## config.mk

```make
export PLATFORM = sky130hd
export DESIGN_NAME = instruction_fetch_unit
export DESIGN_NICKNAME = d
export VERILOG_FILES = /design/src/rtl/instruction_fetch_unit.sv
export SDC_FILE = /design/constraint.sdc
export NUM_CORES = 1
export LEC_CHECK = 0
export ABC_AREA = 0
export CORE_MARGIN = 5
export CORE_UTILIZATION = 46
export DETAILED_ROUTE_END_ITERATION = 10
export PLACE_DENSITY = 0.84
export SLEW_MARGIN = 20
export SYNTH_ARGS = -nofsm -noshare
export SYNTH_HDL_FRONTEND = slang
export SYNTH_SLANG_ARGS = --single-unit
```

## constraint.sdc

```tcl
create_clock -name clock -period 3.5 [get_ports clock]
set_clock_uncertainty 0.1 [all_clocks]
set_input_delay 0.525 -clock clock [delete_from_list [all_inputs] [get_ports clock]]
set_output_delay 0.525 -clock clock [all_outputs]
set_load 0.01 [all_outputs]
```

## src/rtl/instruction_fetch_unit.sv

```systemverilog
// ============================================================================
// Module   : instruction_fetch_unit
// Purpose  : IF stage feeding the IF/ID pipeline register. Holds the fetch PC,
//            runs the instruction-memory read handshake, absorbs misses and
//            redirects that arrive while a miss is outstanding, and presents
//            PC / nextPC / Instruction / Insthit to IF/ID.
// Ports    :
//   clock            in   single clock, posedge
//   reset            in   synchronous, active-low
//   stall            in   downstream hold; PC must not advance
//   redirect         in   taken branch/jump from the ALU stage
//   redirect_target  in   [31:0] byte address to fetch after a redirect
//   imem_read        out  instruction-memory read request
//   imem_address     out  [31:0] fetch PC register
//   imem_readdata    in   [31:0] instruction word (valid on read & !busywait)
//   imem_busywait    in   miss in progress
//   PC               out  [31:0] address of the presented instruction
//   nextPC           out  [31:0] PC + PC_INC (wraps)
//   Instruction      out  [31:0] fetched word
//   Insthit          out  valid, correct-path instruction this cycle
//   fetch_busywait   out  holds the IF/ID register
// Revision : 1.0  initial release
// ============================================================================
`default_nettype none

module instruction_fetch_unit #(
    parameter logic [31:0] RESET_PC = 32'h0000_0000,
    parameter logic [31:0] PC_INC   = 32'd4
) (
    input  logic        clock,
    input  logic        reset,
    input  logic        stall,
    input  logic        redirect,
    input  logic [31:0] redirect_target,
    output logic        imem_read,
    output logic [31:0] imem_address,
    input  logic [31:0] imem_readdata,
    input  logic        imem_busywait,
    output logic [31:0] PC,
    output logic [31:0] nextPC,
    output logic [31:0] Instruction,
    output logic        Insthit,
    output logic        fetch_busywait
);

    localparam logic [1:0] ST_RESET  = 2'd0;
    localparam logic [1:0] ST_FETCH  = 2'd1;
    localparam logic [1:0] ST_WAIT   = 2'd2;
    localparam logic [1:0] ST_SQUASH = 2'd3;

    logic [1:0]  state;
    logic [1:0]  state_next;
    logic [31:0] fetch_pc;
    logic [31:0] fetch_pc_next;
    logic [31:0] pend_target;
    logic [31:0] pend_target_next;
    logic [31:0] pc_inc;
    logic        hit;

    assign hit    = ~imem_busywait;
    assign pc_inc = fetch_pc + PC_INC;

    // ------------------------------------------------------------------
    // State register
    // ------------------------------------------------------------------
    always_ff @(posedge clock) begin
        if (!reset) begin
            state       <= ST_RESET;
            fetch_pc    <= RESET_PC;
            pend_target <= 32'h0000_0000;
        end else begin
            state       <= state_next;
            fetch_pc    <= fetch_pc_next;
            pend_target <= pend_target_next;
        end
    end

    // ------------------------------------------------------------------
    // Next-state logic
    // fetch_pc only moves on a hit, so the memory address is stable for
    // the whole duration of a miss.
    // ------------------------------------------------------------------
    always_comb begin
        state_next       = state;
        fetch_pc_next    = fetch_pc;
        pend_target_next = pend_target;
        case (state)
            ST_RESET: begin
                state_next = ST_FETCH;
            end
            ST_FETCH, ST_WAIT: begin
                if (hit) begin
                    state_next = ST_FETCH;
                    // A redirect seen under stall is held by upstream and
                    // taken once the stall drops.
                    if (!stall) begin
                        fetch_pc_next = redirect ? redirect_target : pc_inc;
                    end
                end else if (redirect) begin
                    // The outstanding word is now wrong-path; remember
                    // where to go once the memory finishes.
                    pend_target_next = redirect_target;
                    state_next       = ST_SQUASH;
                end else begin
                    state_next = ST_WAIT;
                end
            end
            ST_SQUASH: begin
                if (hit) begin
                    // Returned word is discarded, so stall does not matter:
                    // only a bubble enters IF/ID.
                    fetch_pc_next = redirect ? redirect_target : pend_target;
                    state_next    = ST_FETCH;
                end else if (redirect) begin
                    pend_target_next = redirect_target;
                end
            end
            default: begin
                state_next = ST_RESET;
            end
        endcase
    end

    // ------------------------------------------------------------------
    // Output logic
    // ------------------------------------------------------------------
    assign imem_address = fetch_pc;
    assign PC           = fetch_pc;
    assign nextPC       = pc_inc;

    always_comb begin
        imem_read      = 1'b0;
        Instruction    = 32'h0000_0000;
        Insthit        = 1'b0;
        fetch_busywait = 1'b0;
        if (state != ST_RESET) begin
            imem_read      = 1'b1;
            Instruction    = imem_readdata;
            Insthit        = hit && !redirect && (state != ST_SQUASH);
            fetch_busywait = imem_busywait;
        end
    end

endmodule

`default_nettype wire

```

Yosys cells after proc, flatten, opt, wreduce, memory -nomap -nowiden

Cells that the tools add are included.
W data, S select, Z words.

Bits in latches: 0
Memories kept: 0
Output and inout bits: 131
Logic and storage cells: 36
Register bits after elaboration: 66
Memory bits (writable): 0
Bits in read-only memories: 0
Bits of input ports: 69

Multiplexer cells: 14
$mul: 0
$add $sub $neg: 1
Div/mod/pow operators: 0
Reductions and logical operators: 10
Eq/ne operators: 7
Bitwise gates (word level): 1
Order comparisons: 0
Shifts and indexed selects: 0

Operator list:

| cell                    | number |
|---|---|
| $mux W32                | 6 |
| $pmux W32 S2            | 1 |
| $add A32 B3 Y32 const B | 1 |
| $ne A2 B2 Y1 const B    | 4 |
| $pmux W2 S3             | 1 |
| $eq A2 B2 Y1 const B    | 2 |
| $mux W1                 | 4 |
| $mux W2                 | 2 |
| $reduce_and A4 Y1       | 1 |
| $reduce_bool A2 Y1      | 2 |
| $reduce_or A3 Y1        | 1 |
| $eq A2 B1 Y1 const B    | 1 |
| $logic_and A1 B1 Y1     | 2 |
| $logic_not A2 Y1        | 1 |
| $reduce_and A2 Y1       | 1 |
| $reduce_or A2 Y1        | 1 |
| $logic_not A1 Y1        | 1 |
| $not A1 Y1              | 1 |

Longest topological paths before layout

Depth after elaboration: 5
Depth in mapped cells: 8
Gate-level depth less buffers: 7

Least setup slack after synthesis

Ideal clock, no wire load.

Path type: reg2out
Start point: reg fetch_pc[2], in the netlist PC[2]
End point: out nextPC[28]
Slack: 1.157 ns
Cell stages (with the launch flop): 7
Arrival: 1.718 ns
Data required time: 2.875 ns
Path buffers: 1
Cells stage by stage: dfxtp_1 -> ha_1 -> nand3_1 -> nor2_1 -> buf_2 -> nand4_1 -> xnor2_1

Cells in the longest elaborated chain, start to end: 1

Ends and longest elaborated chain:

| element                  | RTL line | text |
|---|---|---|
| start: declaration       | 53       | `logic [31:0] fetch_pc;` |
| start signal: assignment | 73       | `fetch_pc <= fetch_pc_next;` |
| $add A32 B3 Y32          | 61       | `assign pc_inc = fetch_pc + PC_INC;` |
| end: declaration         | 40       | `output logic [31:0] nextPC,` |

No other way between the ends.

Worst setup path in the final report

Start point: reg fetch_pc[2], in the netlist PC[2]
End point: out nextPC[30]

Same word-level chain as after synthesis.

==> qor.txt <==
Status -> complete, no violations
Fraction of layout cells with a size suffix above 1 -> 6.61%
Critical setup path kind -> register to output pin
CP max FO -> 9
Sequential share of the synthesized area -> 30.4%
Crit path arrival time -> 2.70 ns
Mapped Cells -> 613
Commonest non-fill, non-tap cell in the layout -> clkdlybuf4s50_1
Power per cell area -> 350 nW/um^2
Clock Sinks -> 66
Commonest non-fill, non-tap cells in the layout -> clkdlybuf4s50_1, nand2_1, dfxtp_1
Final setup TNS -> 0 ns
Largest net degree at the start of global routing -> 45
Final hold viol count -> 0
Via density per instance -> 5.55
I/O Pins -> 200
Place WS -> 0.433 ns
Initial Utilization -> 47.0%
Syn. warnings -> 0
Crit path largest cell delay -> 0.57 ns
Endpoint type of the worst setup path -> output pin
CTS tree -> yes
Post-synth top area cell -> dfxtp_1
Tmin final -> 3.32 ns
Setup slack after layout -> 0.178 ns
Core area -> 9240 sq um
Initial antenna violation count -> 1
Die Width -> 107 microns
Row cnt -> 35
Reg clk slew, reported paths -> 0.08 ns
Post-synthesis mux area share -> 1.87%
Final HPWL DP -> 11300 microns
Reg2reg setup slack -> 1.06 ns
Xor/xnor share of the synthesized area -> 5.64%
CTS Buf Count -> 9
First-pass GRT wire length -> 24100 microns
Final ANT Viol Nets -> 0
Net Count, Synth -> 685
Synth Flop Type -> dfxtp_1
Final Wtd Congestion -> 0.894
GRT Util Overall -> 25.7%
Synth Cell Area -> 4350 sq um
Root Buffer -> clkbuf_8
Post-synth EDFFs -> 0
Drt drc -> 0
Die H -> 107 microns
Largest cells by area after synthesis -> dfxtp_1, nand2_1, a21oi_1
FF+latch count, synth -> 66
Count of buffers from port buffering -> 199
Compound-gate portion of the synthesized area -> 20.4%
Final #Nets -> 838
Main combinational cell family by area after synthesis -> simple AND/OR/NAND/NOR gates
Worst Tran Pin Value -> 1.08 ns
Required time worst endpoint -> 2.87 ns
Final design utilization -> 69.8%
First DRT Iteration DRCs -> 429
Post-synth top area share -> 30.4%
Area Growth Syn to Fin -> 48.5%
Max cap viols -> 0
RSZ-0062 raised after global routing -> false
Slew margin rel. -> 27.6%
Final worst-path cycle share -> 94.9%
Worst Hold Class -> register to register
Drt pass-1 iters -> 5
GRT overflow -> 0
Die area -> 11500 sq um
Fmax -> 0.301 GHz
Adder-cell share of the synthesized area -> 0.864%
Slowest stage cell, crit path -> clkdlybuf4s50_1
Clk_lat worst skew -> 0.34 ns
Final setup vio count -> 0
Ant. Diodes -> 0
Maximum vdd drop -> 0.262 mV
Drt total wl -> 15400 microns
CP Cell Sequence -> ha_1, nand3_2, nor4_4, nand4_1, xnor2_1, clkdlybuf4s50_1
Unique masters post-synth -> 52
Startpoint Class -> register
LEAKAGE -> 0.00240 uW
Ys async rst share -> 0%
Routed WL per cell -> 17.1 microns
Synth Area per Inst -> 7.09 sq um
Maximum clock path buffer count -> 2
Simple-gate share of the synthesized area -> 30.1%
Vias after detailed routing -> 4999
Via count of the first global-routing pass -> 4771
H-tree Lvls -> 3
Final Max Tran Viols -> 0
Final-layout fill cell count -> 766
[Yosys cell counts (all sizes together), types with 6 or more instances]
library cell / number
a21oi: 63
a31oi: 7
and3: 9
buf: 44
clkbuf: 34
dfxtp: 66
inv: 9
mux2i: 7
nand2: 132
nand3: 15
nand4: 8
nor2: 46
nor2b: 34
nor3: 6
o21ai: 36
o22ai: 10
or3: 6
xnor2: 15
xor2: 13
[layout make-up]
cell class	instances	area [sq um]	area share, %
flip-flops and latches	66	1320	20.5
clock inverters	6	90.1	1.40
repair buffers	220	2140	33.2
inverters	9	33.8	0.524
clock buffers	10	128	1.98
multi-input cells	460	2570	39.9
well taps	129	161	2.50
[flip-flops by register name (all words and copies together), names as in the netlist]
name,cells
state,2
pend_target,32
PC,32
[path summary, 6_finish.rpt]
check | startpoint | to | depth (start not counted)
worst max-delay path | PC[2] | nextPC[30] | 6
worst min-delay path | pend_target[15] | pend_target[15] | 2
worst max register to register | state[1] | PC[27] | 6
worst min register to register | pend_target[15] | pend_target[15] | 2
[critical path, delay by kind of cell (launching register included)]
kind | cells | cell delay [ns]
adders and majority gates | 1 | 0.24
DFF | 1 | 0.47
and+or+nand+nor | 3 | 0.85
xor gates and xnor gates | 1 | 0.22
buffers and inverters | 1 | 0.57
[logic make-up (layout without fill, tap and decap cells)]
kind of cell,after synthesis,after routing
multiplexers,8,8
XOR/XNOR,28,28
flip-flops,66,66
adder cells (fa/ha/maj),3,3
buffers and inverters,87,245
AO/OA/AOI/OAI,148,148
AND/OR/NAND/NOR,273,273
[timing repair]
action                                  4_1_cts  5_1_grt
endpoints found under the setup margin        0        7
gates resized for setup                       0        2
buffers inserted                              0        4
endpoints found under the hold margin         0        0
hold buffers                                  0        0
[through the flow]
stage	hold slack, ns	power, uW	cells	cell area [sq um]
2_1_floorplan	0.332	1200	613	4350
3_3_place_gp	0.337	1540	880	6190
3_5_place_dp	0.342	1560	880	6190
4_1_cts	0.360	2270	896	6410
5_1_grt	0.383	2370	900	6450
6_report	0.359	2260	900	6450
[power by group]
group	switching [uW]	total, uW	internal (uW)
Clock	306	710	404
Combinational	320	687	367
Sequential	68.2	864	796
Total	694	2260	1570
[routing by layer]
layer	wire (microns)	share of wire [%]	global-route usage, %
met5	0	0	0
met1	5920	38	31.1
met3	1410	9.2	7.59
met2	7790	51	44.0
met4	266	1.7	7.85
Note: power is estimated with default switching activity, not from simulation.
